File: config.mk
export PLATFORM = sky130hd
export DESIGN_NAME = LDL_crc32_dn
export DESIGN_NICKNAME = d
export VERILOG_FILES = /design/src/rtl/ldl_crc32_pkg.sv /design/src/rtl/LDL_crc32_dn.sv
export SDC_FILE = /design/constraint.sdc
export NUM_CORES = 1
export LEC_CHECK = 0
export CAP_MARGIN = 25
export CORE_ASPECT_RATIO = 2
export CORE_MARGIN = 3
export CORE_UTILIZATION = 59
export DETAILED_ROUTE_END_ITERATION = 10
export GPL_TIMING_DRIVEN = 1
export PLACE_DENSITY = 0.92
export SLEW_MARGIN = 20
export SYNTH_ARGS = -nofsm -noshare
export SYNTH_HDL_FRONTEND = slang
export SYNTH_SLANG_ARGS = --single-unit
File: constraint.sdc
create_clock -name vclk -period 21.6
set_input_delay 4.32 -clock vclk [all_inputs]
set_output_delay 4.32 -clock vclk [all_outputs]
set_load 0.01 [all_outputs]
File: src/rtl/ldl_crc32_pkg.sv
// Shared constants, state type and byte-step helper for the Ethernet FCS checker.
// Register form is non-reflected; each byte enters LSB first, as on the wire.
package ldl_crc32_pkg;

  localparam logic [31:0] CRC32_INIT    = 32'hFFFF_FFFF;
  localparam logic [31:0] CRC32_RESIDUE = 32'hC704_DD7B;
  localparam logic [31:0] CRC32_POLY    = 32'h04C1_1DB7;

  typedef enum logic {
    IDLE,
    FRAME
  } crc_chk_state_t;

  function automatic logic [31:0] crc32_byte(
    input logic [31:0] c,
    input logic [7:0]  b
  );
    logic [31:0] r;
    r = c;
    for (int i = 0; i < 8; i++) begin
      r = {r[30:0], 1'b0} ^ ((r[31] ^ b[i]) ? CRC32_POLY : 32'h0);
    end
    return r;
  endfunction

endpackage

File: src/rtl/LDL_crc32_dn.sv
// Combinational multi-byte CRC32 step; lane NUM-1 goes first.
// bnum limits the bytes consumed from lane NUM-1 downward; 0 means all lanes.
module LDL_crc32_dn
  import ldl_crc32_pkg::*;
#(
  parameter int NUM = 4
) (
  input  logic [NUM-1:0][7:0]     data,
  input  logic [$clog2(NUM)-1:0]  bnum,
  input  logic [31:0]             crc_in,
  output logic [31:0]             crc_out
);

  logic [31:0] acc;

  always_comb begin
    acc = crc_in;
    for (int l = NUM - 1; l >= 0; l--) begin
      if (bnum == '0 || (NUM - 1 - l) < int'(bnum)) begin
        acc = crc32_byte(acc, data[l]);
      end
    end
    crc_out = acc;
  end

endmodule

==> Yosys cells after proc, flatten, opt, wreduce, memory -nomap -nowiden <==
Index checks and enable logic that the tools add are counted.
{ "op_classes": {"add_sub_neg": 0, "n_mul": 0, "n_bitwise": 64, "eq_ne": 0, "reduce_logical": 4, "n_mux": 36, "shifts": 0, "order_cmp": 3, "n_div": 0} }
{ "op_table": {"columns": ["operator", "count"], "rows": [
  ["$xor A32 B27 Y32", 32],
  ["$mux W27", 32],
  ["$mux W32", 4],
  ["$xor A1 B1 Y1", 32],
  ["$lt A1 B2 Y1 const A", 2],
  ["$logic_or A1 B1 Y1", 3],
  ["$logic_not A2 Y1", 1],
  ["$lt A2 B2 Y1 const A", 1]
]} }
{ "word_totals": {"regBits": 0, "memories": 0, "latch_bits": 0, "ram_bits": 0, "mem_bits_ro": 0} }

==> Depth between registers and ports, before layout <==
Gate-level depths: netlist of run 1.
{ "logic_depth": {"word_depth": 100, "depth_mapped": 16, "ltp_nobuf": 14} }

==> Worst setup path after synthesis of run 1 <==
OpenSTA, ideal clock, no wires.
{ "synth_timing": {"path_type": "input-to-output", "from": "input port crc_in[25]", "to": "output port crc_out[8]", "t_arrival_ns": 8.595, "required_ns": 17.280, "slack_ns": 8.685, "path_stages": 15, "path_buffers": 1, "path_cell_list": "xnor2_2 -> xor2_2 -> xnor3_2 -> xnor2_2 -> xnor2_1 -> mux2_2 -> or2_1 -> buf_2 -> xnor3_1 -> o21ai_2 -> xor2_4 -> xnor3_1 -> xor2_1 -> xnor2_1 -> mux2i_1"} }
{ "synth_via": {"elab_chain_cells": 46, "elab_cells_between_ends": 68} }
{ "synth_lines": {"columns": ["item", "line", "text"], "rows": [
  ["start: declaration", "LDL_crc32_dn.sv:10", "input logic [31:0] crc_in,"],
  ["$xor A32 B27 Y32 (6 in a row)", "ldl_crc32_pkg.sv:21", "r = {r[30:0], 1'b0} ^ ((r[31] ^ b[i]) ? CRC32_POLY : 32'h0);"],
  ["$xor A1 B1 Y1", "ldl_crc32_pkg.sv:21", null],
  ["$mux W27", "ldl_crc32_pkg.sv:21", null],
  ["$xor A32 B27 Y32 (2 in a row)", "ldl_crc32_pkg.sv:21", null],
  ["$mux W32 (*)", "LDL_crc32_dn.sv:19", "if (bnum == '0 || (NUM - 1 - l) < int'(bnum)) begin"],
  ["$xor A32 B27 Y32 (4 in a row)", "ldl_crc32_pkg.sv:21", null],
  ["$xor A1 B1 Y1", "ldl_crc32_pkg.sv:21", null],
  ["$mux W27", "ldl_crc32_pkg.sv:21", null],
  ["[15 not listed]", null, null],
  ["$mux W32 (*)", "LDL_crc32_dn.sv:19", null],
  ["$xor A1 B1 Y1", "ldl_crc32_pkg.sv:21", null],
  ["$mux W27", "ldl_crc32_pkg.sv:21", null],
  ["$xor A32 B27 Y32 (6 in a row)", "ldl_crc32_pkg.sv:21", null],
  ["$xor A1 B1 Y1", "ldl_crc32_pkg.sv:21", null],
  ["$mux W27", "ldl_crc32_pkg.sv:21", null],
  ["$xor A32 B27 Y32 (2 in a row)", "ldl_crc32_pkg.sv:21", null],
  ["$mux W32 (*)", "LDL_crc32_dn.sv:19", null],
  ["end: declaration", "LDL_crc32_dn.sv:11", "output logic [31:0] crc_out"]
]} }
Mark *: on every way between the ends. The rest lies on a longest branch, timed or not.

==> Worst setup path in the final report of run 1 <==
{ "layout_timing": {"from": "input port data[24] (netlist name)", "to": "output port crc_out[8]"} }
{ "layout_via": {"elab_chain_cells": 48, "elab_cells_between_ends": 76} }
{ "layout_lines": {"columns": ["item", "line", "text"], "rows": [
  ["start: declaration", "LDL_crc32_dn.sv:8", "input logic [NUM-1:0][7:0] data,"],
  ["$xor A1 B1 Y1 (*)", "ldl_crc32_pkg.sv:21", null],
  ["$mux W27 (*)", "ldl_crc32_pkg.sv:21", null],
  ["$xor A32 B27 Y32 (*) (6 in a row)", "ldl_crc32_pkg.sv:21", null],
  ["$xor A1 B1 Y1", "ldl_crc32_pkg.sv:21", null],
  ["$mux W27", "ldl_crc32_pkg.sv:21", null],
  ["$xor A32 B27 Y32 (*) (2 in a row)", "ldl_crc32_pkg.sv:21", null],
  ["$mux W32 (*)", "LDL_crc32_dn.sv:19", null],
  ["$xor A32 B27 Y32 (4 in a row)", "ldl_crc32_pkg.sv:21", null],
  ["[17 not listed]", null, null],
  ["$mux W32 (*)", "LDL_crc32_dn.sv:19", null],
  ["$xor A1 B1 Y1", "ldl_crc32_pkg.sv:21", null],
  ["$mux W27", "ldl_crc32_pkg.sv:21", null],
  ["$xor A32 B27 Y32 (6 in a row)", "ldl_crc32_pkg.sv:21", null],
  ["$xor A1 B1 Y1", "ldl_crc32_pkg.sv:21", null],
  ["$mux W27", "ldl_crc32_pkg.sv:21", null],
  ["$xor A32 B27 Y32 (2 in a row)", "ldl_crc32_pkg.sv:21", null],
  ["$mux W32 (*)", "LDL_crc32_dn.sv:19", null]
]} }
Marked as above.

==> summary.txt, run 1 <==
Setup path
  – CP Class: input pin to primary output
  – CP max stage delay: just under 0.9 ns
  – WP data required: 17.28 ns
  – Max Fanout on Critical Path: 9
  – Crit path launch type: input pin
  – WP buf/inv: 2
  – Critical path cell sequence: clkdlybuf4s50_1 -> xor2_4 -> xnor3_1 -> xor2_1 -> o21ai_1 -> xnor2_1 -> xor3_2 -> xnor2_1 -> xnor3_1 -> o21ai_2 -> xor2_4 -> xnor3_1 -> xor2_1 -> xnor2_1 -> mux2i_1 -> clkdlybuf4s50_1
  – CP endpoint kind: primary output
  – CP max stage cell: xnor2_1
  – Crit path max-delay family: XOR/XNOR gates
  – Critical Path AT: 10.48 ns

Global route
  – Number of global-route vias before repair: 4,036
  – Total gr overflow: 0
  – Largest net degree at the start of global routing: 64
  – Total track usage: between 20% and 30%
  – First-pass GRT wire length: 20.1 mm
  – Initial antenna violation count: 0

Routing
  – Wire per inst: ~19 um
  – Vias after detailed routing: 3,713
  – Routed wire length: approximately 13 mm
  – First-pass iteration count of the detailed router: 4
  – Antenna Nets Post-Route: 0
  – Drc violations: 0
  – Initial drt markers: 156
  – Vias per cell: 5.56

STA
  – Final TNS setup: 0 ns
  – Worst-margin pin slew: 1.08 ns
  – Final setup fails: 0
  – Tmin final: 14.80 ns
  – Max-slew headroom: 27.7%
  – Final hold vios: 0
  – Fin. max-slew vios: 0
  – RSZ-0062 raised after global routing: false
  – Crit share post-route: 68.5%
  – Maximum clock frequency: between 60 and 70 MHz

Finish
  – Number of diodes: 0
  – Reg area: 0 sq um
  – Flip-flop and latch count: 0
  – Synth-to-Final Area Change: 22.5%
  – Clock buffers: 0
  – Final core utilization: 74.8%
  – Layout cell share with drive strength beyond 1: 9.06%
  – Final Net Count: 644

Synthesis
  – Synth cell types: 35
  – Yosys top cell area share: 30.4%
  – Syn Inst Count: 494
  – Ys Warns: 0
  – Mean Syn Cell Area: 9.39 sq um
  – Top-count cell post-synth: xnor2_1
  – Main area contributors after synthesis: xnor2_1 (30%), xnor3_1 (12%), xor2_1 (11%)
  – Leading post-synthesis cells by instance count: xnor2_1 (161), xor2_1 (59), nand2_1 (47)
  – Part of the Yosys area used for sequential elements: 0%
  – Area leader, netlist: xnor2_1
  – Synth Cell Area: 0.00464 sq mm
  – Synthesized Nets: ~560

Clock network
  – CTS resizes: 0
  – Cts hold-fix bufs: 0
  – Setup Buffers After CTS: 0

Status
  – Status: complete, no violations

Floorplanning
  – CORE AREA: 0.00760 sq mm
  – Row count: 45
  – Initial Util: between 60% and 70%
  – Area of the die: ~0.0090 sq mm
  – I/O pin cnt: 98
  – Die X: approximately 70 um
  – Die Y: 131 um

Placed design
  – I/O Buffers: 98
  – Routability cong.: 0.954
  – Post-DP HPWL: 11.4 mm

Hold path
  – Worst Hold Depth: 6
  – Min-Delay Endpoint: crc_out[22]
  – Min-delay worst type: input pin to primary output
  – Worst hold start: data[7]

Run
  – Max Cap Viol: 0
-- layer usage --
layer  track usage (%)  vias to the layer above  part of all wire (%)
li1                  -                     1779                     -
met1              25.9                     1689                    30
met2              56.3                      167                    57
met3              2.57                       78                   3.7
met4              20.7                        0                   9.6
met5                 0                        -                     0
-- layout make-up --
type	instances	area, sq um
inverters	3	11.3
repair buffers	101	1000
multi-input cells	470	4550
fillers	549	1920
well taps	94	118
-- kinds of logic (layout without fill, tap and decap cells) --
kind of cell             after synthesis  after routing  synth area share, %
AO/OA/AOI/OAI                         70             70                 8.77
XOR/XNOR                             292            292                 75.4
adder cells (fa/ha/maj)                2              2                0.539
buffers and inverters                 24            104                 2.00
multiplexers                          30             30                 6.80
AND/OR/NAND/NOR                       76             76                 6.50
-- how the worst max path moves through the flow --
stage | start | end | slack (ns) | cells after the start
6_report | data[24] | crc_out[8] | 6.80 | 16
5_1_grt | data[24] | crc_out[8] | 6.59 | 16
4_1_cts | data[24] | crc_out[8] | 6.87 | 16
3_5_place_dp | data[24] | crc_out[8] | 6.87 | 16
3_3_place_gp | data[24] | crc_out[8] | 7.02 | 16
2_1_floorplan | crc_in[25] | crc_out[8] | 8.68 | 15
-- layout by cell type (no fill, tap or decap), types with 2 or more instances in the layout --
cell / Yosys / final
xor2_4: 4 / 4
xor2_1: 59 / 59
inv_1: 3 / 3
xnor3_2: 2 / 2
xnor2_1: 161 / 161
o21ai_0: 30 / 30
xor3_1: 15 / 15
mux2i_2: 2 / 2
xnor2_4: 6 / 6
clkdlybuf4s50_1: 0 / 98
buf_4: 0 / 3
o21ai_2: 2 / 2
xnor3_1: 24 / 24
mux2_2: 6 / 6
a21oi_1: 23 / 23
nand2_1: 47 / 47
xor2_2: 5 / 5
ha_2: 0 / 2
o21a_1: 3 / 3
xnor2_2: 15 / 15
nor2_1: 22 / 22
mux2i_1: 22 / 22
o21ai_1: 8 / 8
o21ai_4: 2 / 2
-- through the flow --
step / hold WS (ns) / setup WS [ns] / area [sq um] / instances
after global placement: 10.09 / 7.02 / 5680 / 668
after floorplan: 8.99 / 8.68 / 4640 / 494
after CTS: 10.14 / 6.87 / 5680 / 668
after global routing: 10.19 / 6.59 / 5680 / 668
after detailed placement: 10.13 / 6.87 / 5680 / 668
final: 10.14 / 6.80 / 5680 / 668
Power of run 1 is not shown: default switching activity piles up to over one toggle a cycle in this logic, so the estimate is an artifact.
==> inputs of run 2 (changes only) <==
--- a/config.mk
+++ b/config.mk
@@ -8,10 +8,10 @@
 export CAP_MARGIN = 25
 export CORE_ASPECT_RATIO = 2
 export CORE_MARGIN = 3
-export CORE_UTILIZATION = 59
+export CORE_UTILIZATION = 50
 export DETAILED_ROUTE_END_ITERATION = 10
 export GPL_TIMING_DRIVEN = 1
-export PLACE_DENSITY = 0.92
+export PLACE_DENSITY = 0.83
 export SLEW_MARGIN = 20
 export SYNTH_ARGS = -nofsm -noshare
 export SYNTH_HDL_FRONTEND = slang
==> constraint.sdc (replaced) <==
create_clock -name vclk -period 13.2
set_input_delay 2.64 -clock vclk [all_inputs]
set_output_delay 2.64 -clock vclk [all_outputs]
set_load 0.01 [all_outputs]
==> run 2 against run 1 <==
  * Worst hold slack got worse by 3.4 ns
  * Core utilization decreased by 11 points
  * Final cell count is 1.5% higher
  * Critical path type unchanged
  * Critical path depth decreased by 1
  * Design area rose by 0.44%
  * Sequential share of layout area stayed put
  * Clock-buffer cell count stayed put
  * Critical endpoint is now crc_out[14]
  * Worst setup slack got worse by 4.9 ns
  * First-iteration DRC count shrank 47%
==> summary.txt, run 2 (synthesized netlist as in run 1, its figures left out) <==
Status
  – Status: complete, no violations (unchanged)

STA
  – RSZ-0062 raised after global routing: false (unchanged)
  – Final hold vios: 0 (unchanged)
  – Final TNS setup: 0 ns (unchanged)
  – Worst-margin pin slew: 0.963 ns (was 1.08 ns)
  – Tmin final: 11.32 ns
  – Maximum clock frequency: 88.4 MHz
  – Crit share post-route: 85.7%
  – Max-slew headroom: 35.8% (was 27.7%)
  – Worst Hold Slack: 6.74 ns (was 10.14 ns)
  – Fin. max-slew vios: 0 (unchanged)
  – Final setup fails: 0 (unchanged)

Clock network
  – Cts hold-fix bufs: 0 (unchanged)
  – Setup Buffers After CTS: 0 (unchanged)
  – CTS resizes: 0 (unchanged)

Routing
  – Routed met1 length: 4.19 mm (was 3.83 mm)
  – Antenna Nets Post-Route: 0 (unchanged)
  – Vias after detailed routing: 3,619 (was 3,713)
  – Drc violations: 0 (unchanged)
  – Uppermost routed layer: met4 (unchanged)
  – Metal2 WL: 8.39 mm (was 7.31 mm)
  – Routed wire length: 13.8 mm (was 12.9 mm)
  – First-pass iteration count of the detailed router: 4 (unchanged)
  – Wire per inst: 20.3 um (was 19.3 um)
  – Met3 WL: 365 um (was 480 um)
  – Initial drt markers: 82 (was 156)
  – Vias per cell: 5.34 (was 5.56)

Placed design
  – I/O Buffers: 98 (unchanged)
  – Routability cong.: 0.954 (about the same)
  – Post-DP HPWL: 12.4 mm (was 11.4 mm)

Finish
  – Commonest non-fill, non-tap cell in the layout: xnor2_1 (unchanged)
  – Reg area: 0 sq um (unchanged)
  – Final Net Count: 646 (was 644)
  – Commonest cells after routing, fill and taps aside: xnor2_1 (161), clkdlybuf4s50_1 (98), xor2_1 (59) (unchanged)
  – Number of diodes: 0 (unchanged)
  – Final core utilization: 63.3% (was 74.8%)
  – Flip-flop and latch count: 0 (unchanged)
  – Clock buffers: 0 (unchanged)
  – Fillers: 788 (was 549)
  – Synth-to-Final Area Change: 23.1% (was 22.5%)
  – Layout cell share with drive strength beyond 1: 9.38% (was 9.06%)

Global route
  – Number of global-route vias before repair: 3,801 (was 4,036)
  – Largest net degree at the start of global routing: 54 (was 64)
  – First-pass GRT wire length: 20.8 mm (was 20.1 mm)
  – Total gr overflow: 0 (unchanged)
  – Initial antenna violation count: 0 (unchanged)
  – Total track usage: 26.6% (was 29.4%)

Setup path
  – CP Class: input pin to primary output (unchanged)
  – WP data required: 10.56 ns (was 17.28 ns)
  – Crit path launch type: input pin (unchanged)
  – Critical Path AT: 8.68 ns (was 10.48 ns)
  – CP endpoint kind: primary output (unchanged)
  – Max Fanout on Critical Path: 9 (unchanged)

Floorplanning
  – Die Y: 142 um (was 131 um)
  – Area of the die: 0.0105 sq mm (was 0.00903 sq mm)
  – I/O pin cnt: 98 (unchanged)
  – CORE AREA: 0.00901 sq mm (was 0.00760 sq mm)
  – Initial Util: 51.5% (was 61.0%)
  – Die X: 74.1 um (was 68.7 um)
  – Row count: 49 (was 45)

Run
  – Max Cap Viol: 0 (unchanged)

Hold path
  – Min-delay worst type: input pin to primary output (unchanged)
## run 2: cell count changes in the layout (fill, tap and decap cells not counted)
cell   before  now
buf_4       3    5
## run 2: cell type report
type	count	area [sq um]	area share, %
Inverter	3	11.3	0.197
Multi-Input combinational cell	470	4550	79.7
Timing Repair Buffer	103	1020	17.8
Tap cell	102	128	2.24
## run 2: worst paths after layout
path  slack, ns  cells past startpoint     endpoint  startpoint
max        1.88                     15  crc_out[14]  crc_in[31]
min        6.74                      6  crc_out[30]     data[3]
## run 2: stage by stage
step                      cells  instance area, sq um  setup WS [ns]
final                       678                  5710           1.88
after CTS                   678                  5710           1.80
after detailed placement    678                  5710           1.83
after global placement      678                  5710           1.85
after global routing        678                  5710           1.62
after floorplan             494                  4640           3.64
## run 2: worst max-delay path, cell delays in order
cell and delay (ns):
clkdlybuf4s50_1 0.60, xor2_4 0.43, xnor3_1 0.66, xnor3_1 0.30, mux2_2 0.31, xor2_1 0.67
xor3_1 0.61, xor3_1 0.42, o21a_1 0.26, xnor2_4 0.40, xor2_1 0.38, xnor2_1 0.15
xnor2_1 0.14, mux2i_1 0.13, clkdlybuf4s50_1 0.55
## run 2: metal layers
metal	GRT usage, %	vias to the layer above
met2	55.3	124
met3	0.849	44
li1	-	1771
met4	13.1	0
met1	24.0	1680
met5	0	-
Power of run 2 is left out for the same reason.
==> inputs of run 3 (changes only) <==
--- a/config.mk
+++ b/config.mk
@@ -11,7 +11,7 @@
 export CORE_UTILIZATION = 50
 export DETAILED_ROUTE_END_ITERATION = 10
 export GPL_TIMING_DRIVEN = 1
-export PLACE_DENSITY = 0.83
+export PLACE_DENSITY = 0.82
 export SLEW_MARGIN = 20
 export SYNTH_ARGS = -nofsm -noshare
 export SYNTH_HDL_FRONTEND = slang
==> run 3 against run 2 <==
  * Design area stayed put
  * Non-clock buffer count unchanged
  * Core utilization did not move
  * Largest cell class unchanged
  * Clock-buffer cell count did not move
  * Sequential share of layout area is the same
  * Die area did not move
  * Via count rose by 0.91%
  * Worst hold slack worse by 0.0063 ns
  * Critical path depth increased by 1
  * Fmax decreased by 3.0%
  * First-iteration DRC count fell by 4.9%
  * Flip-flop and latch count unchanged
==> summary.txt, run 3 (synthesized netlist as in run 1, its figures left out) <==
STA
  – Final setup fails: 0 (unchanged)
  – Final worst slack: 1.53 ns (was 1.88 ns)
  – Max-slew headroom: 27.9% (was 35.8%)
  – Tmin final: 11.67 ns (was 11.32 ns)
  – Maximum clock frequency: 85.7 MHz (was 88.4 MHz)
  – Crit share post-route: 88.4% (was 85.7%)
  – RSZ-0062 raised after global routing: false (unchanged)
  – Worst-margin pin slew: 1.07 ns (was 0.963 ns)
  – Final TNS setup: 0 ns (unchanged)
  – Fin. max-slew vios: 0 (unchanged)
  – Final hold vios: 0 (unchanged)

Setup path
  – CP endpoint kind: primary output (unchanged)
  – WP data required: 10.56 ns (about the same)
  – CP max stage delay: 0.87 ns (was 0.67 ns)
  – CP Class: input pin to primary output (unchanged)
  – Max Fanout on Critical Path: 9 (unchanged)
  – Crit path launch type: input pin (unchanged)
  – Critical path cell sequence: clkdlybuf4s50_1 -> xor2_4 -> xnor3_1 -> xor2_1 -> o21ai_1 -> xnor2_1 -> xor3_2 -> xnor2_1 -> xnor3_1 -> o21ai_2 -> xor2_4 -> xnor3_1 -> xor2_1 -> xnor2_1 -> mux2i_1 -> clkdlybuf4s50_1 (was clkdlybuf4s50_1 -> xor2_4 -> xnor3_1 -> xnor3_1 -> mux2_2 -> xor2_1 -> xor3_1 -> xor3_1 -> o21a_1 -> xnor2_4 -> xor2_1 -> xnor2_1 -> xnor2_1 -> mux2i_1 -> clkdlybuf4s50_1)
  – CP max stage cell: xnor2_1 (was xor2_1)
  – Critical Path AT: 9.03 ns (was 8.68 ns)

Finish
  – Clock buffers: 0 (unchanged)
  – Synth-to-Final Area Change: 23.1% (unchanged)
  – Final core utilization: 63.3% (unchanged)
  – Layout cell share with drive strength beyond 1: 9.38% (unchanged)
  – Number of diodes: 0 (unchanged)
  – Commonest cells after routing, fill and taps aside: xnor2_1 (161), clkdlybuf4s50_1 (98), xor2_1 (59) (unchanged)
  – Final Net Count: 646 (unchanged)
  – Flip-flop and latch count: 0 (unchanged)
  – Commonest non-fill, non-tap cell in the layout: xnor2_1 (unchanged)
  – Reg area: 0 sq um (unchanged)

Routing
  – Drc violations: 0 (unchanged)
  – Wire per inst: 20.4 um (was 20.3 um)
  – First-pass iteration count of the detailed router: 4 (unchanged)
  – Vias per cell: 5.39 (was 5.34)
  – Vias after detailed routing: 3,652 (was 3,619)
  – Antenna Nets Post-Route: 0 (unchanged)
  – Routed wire length: 13.8 mm (about the same)
  – Initial drt markers: 78 (was 82)

Floorplanning
  – Die X: 74.1 um (unchanged)
  – Initial Util: 51.5% (unchanged)
  – Die Y: 142 um (unchanged)
  – CORE AREA: 0.00901 sq mm (unchanged)
  – Area of the die: 0.0105 sq mm (unchanged)
  – I/O pin cnt: 98 (unchanged)
  – Row count: 49 (unchanged)

Clock network
  – Cts hold-fix bufs: 0 (unchanged)
  – Setup Buffers After CTS: 0 (unchanged)
  – CTS resizes: 0 (unchanged)

Global route
  – First-pass GRT wire length: 21.0 mm (was 20.8 mm)
  – Largest net degree at the start of global routing: 58 (was 54)
  – Number of global-route vias before repair: 3,856 (was 3,801)
  – Total gr overflow: 0 (unchanged)
  – Total track usage: 26.8% (was 26.6%)
  – Initial antenna violation count: 0 (unchanged)

Placed design
  – I/O Buffers: 98 (unchanged)
  – Routability cong.: 1.00 (was 0.954)
  – Worst slack at placement: 1.51 ns (was 1.83 ns)
  – Post-DP HPWL: 12.3 mm (was 12.4 mm)

Status
  – Status: complete, no violations (unchanged)

Hold path
  – Min-delay worst type: input pin to primary output (unchanged)

Run
  – Max Cap Viol: 0 (unchanged)
[run 3: cell counts in the layout (fill, tap and decap cells not counted)]
Identical to the previous run, type by type.
[run 3: area by class of cell]
| class | instances | area [sq um] |
|---|---|---|
| fillers | 779 | 3300 |
| inverters | 3 | 11.3 |
| multi-input cells | 470 | 4550 |
| well taps | 102 | 128 |
| repair buffers | 103 | 1020 |
[run 3: critical path: cells and delay by family]
family / cells / cell delay (ns)
buf+inv: 2 / 1.16
compound gates: 2 / 0.35
xor+xnor: 11 / 4.63
mux: 1 / 0.21
[run 3: worst paths after layout]
kind / start / endpoint / slack [ns] / cells after the start
worst min-delay path: data[2] / crc_out[31] / 6.74 / 6
worst max-delay path: data[24] / crc_out[8] / 1.53 / 16
[run 3: layer usage]
layer	share of wire [%]	wire, um	GRT usage, %	up-vias
li1	-	-	-	1781
met1	30	4130	24.2	1699
met2	61	8360	55.1	124
met3	2.6	364	1.06	48
met4	6.9	952	14.6	0
met5	0	0	0	-
[run 3: metrics by stage]
stage          hold WS, ns  instance area [sq um]  std cells
2_1_floorplan         5.63                   4640        494
3_3_place_gp          6.71                   5710        678
3_5_place_dp          6.74                   5710        678
4_1_cts               6.74                   5710        678
5_1_grt               6.81                   5710        678
6_report              6.74                   5710        678
Power of run 3 is left out for the same reason.
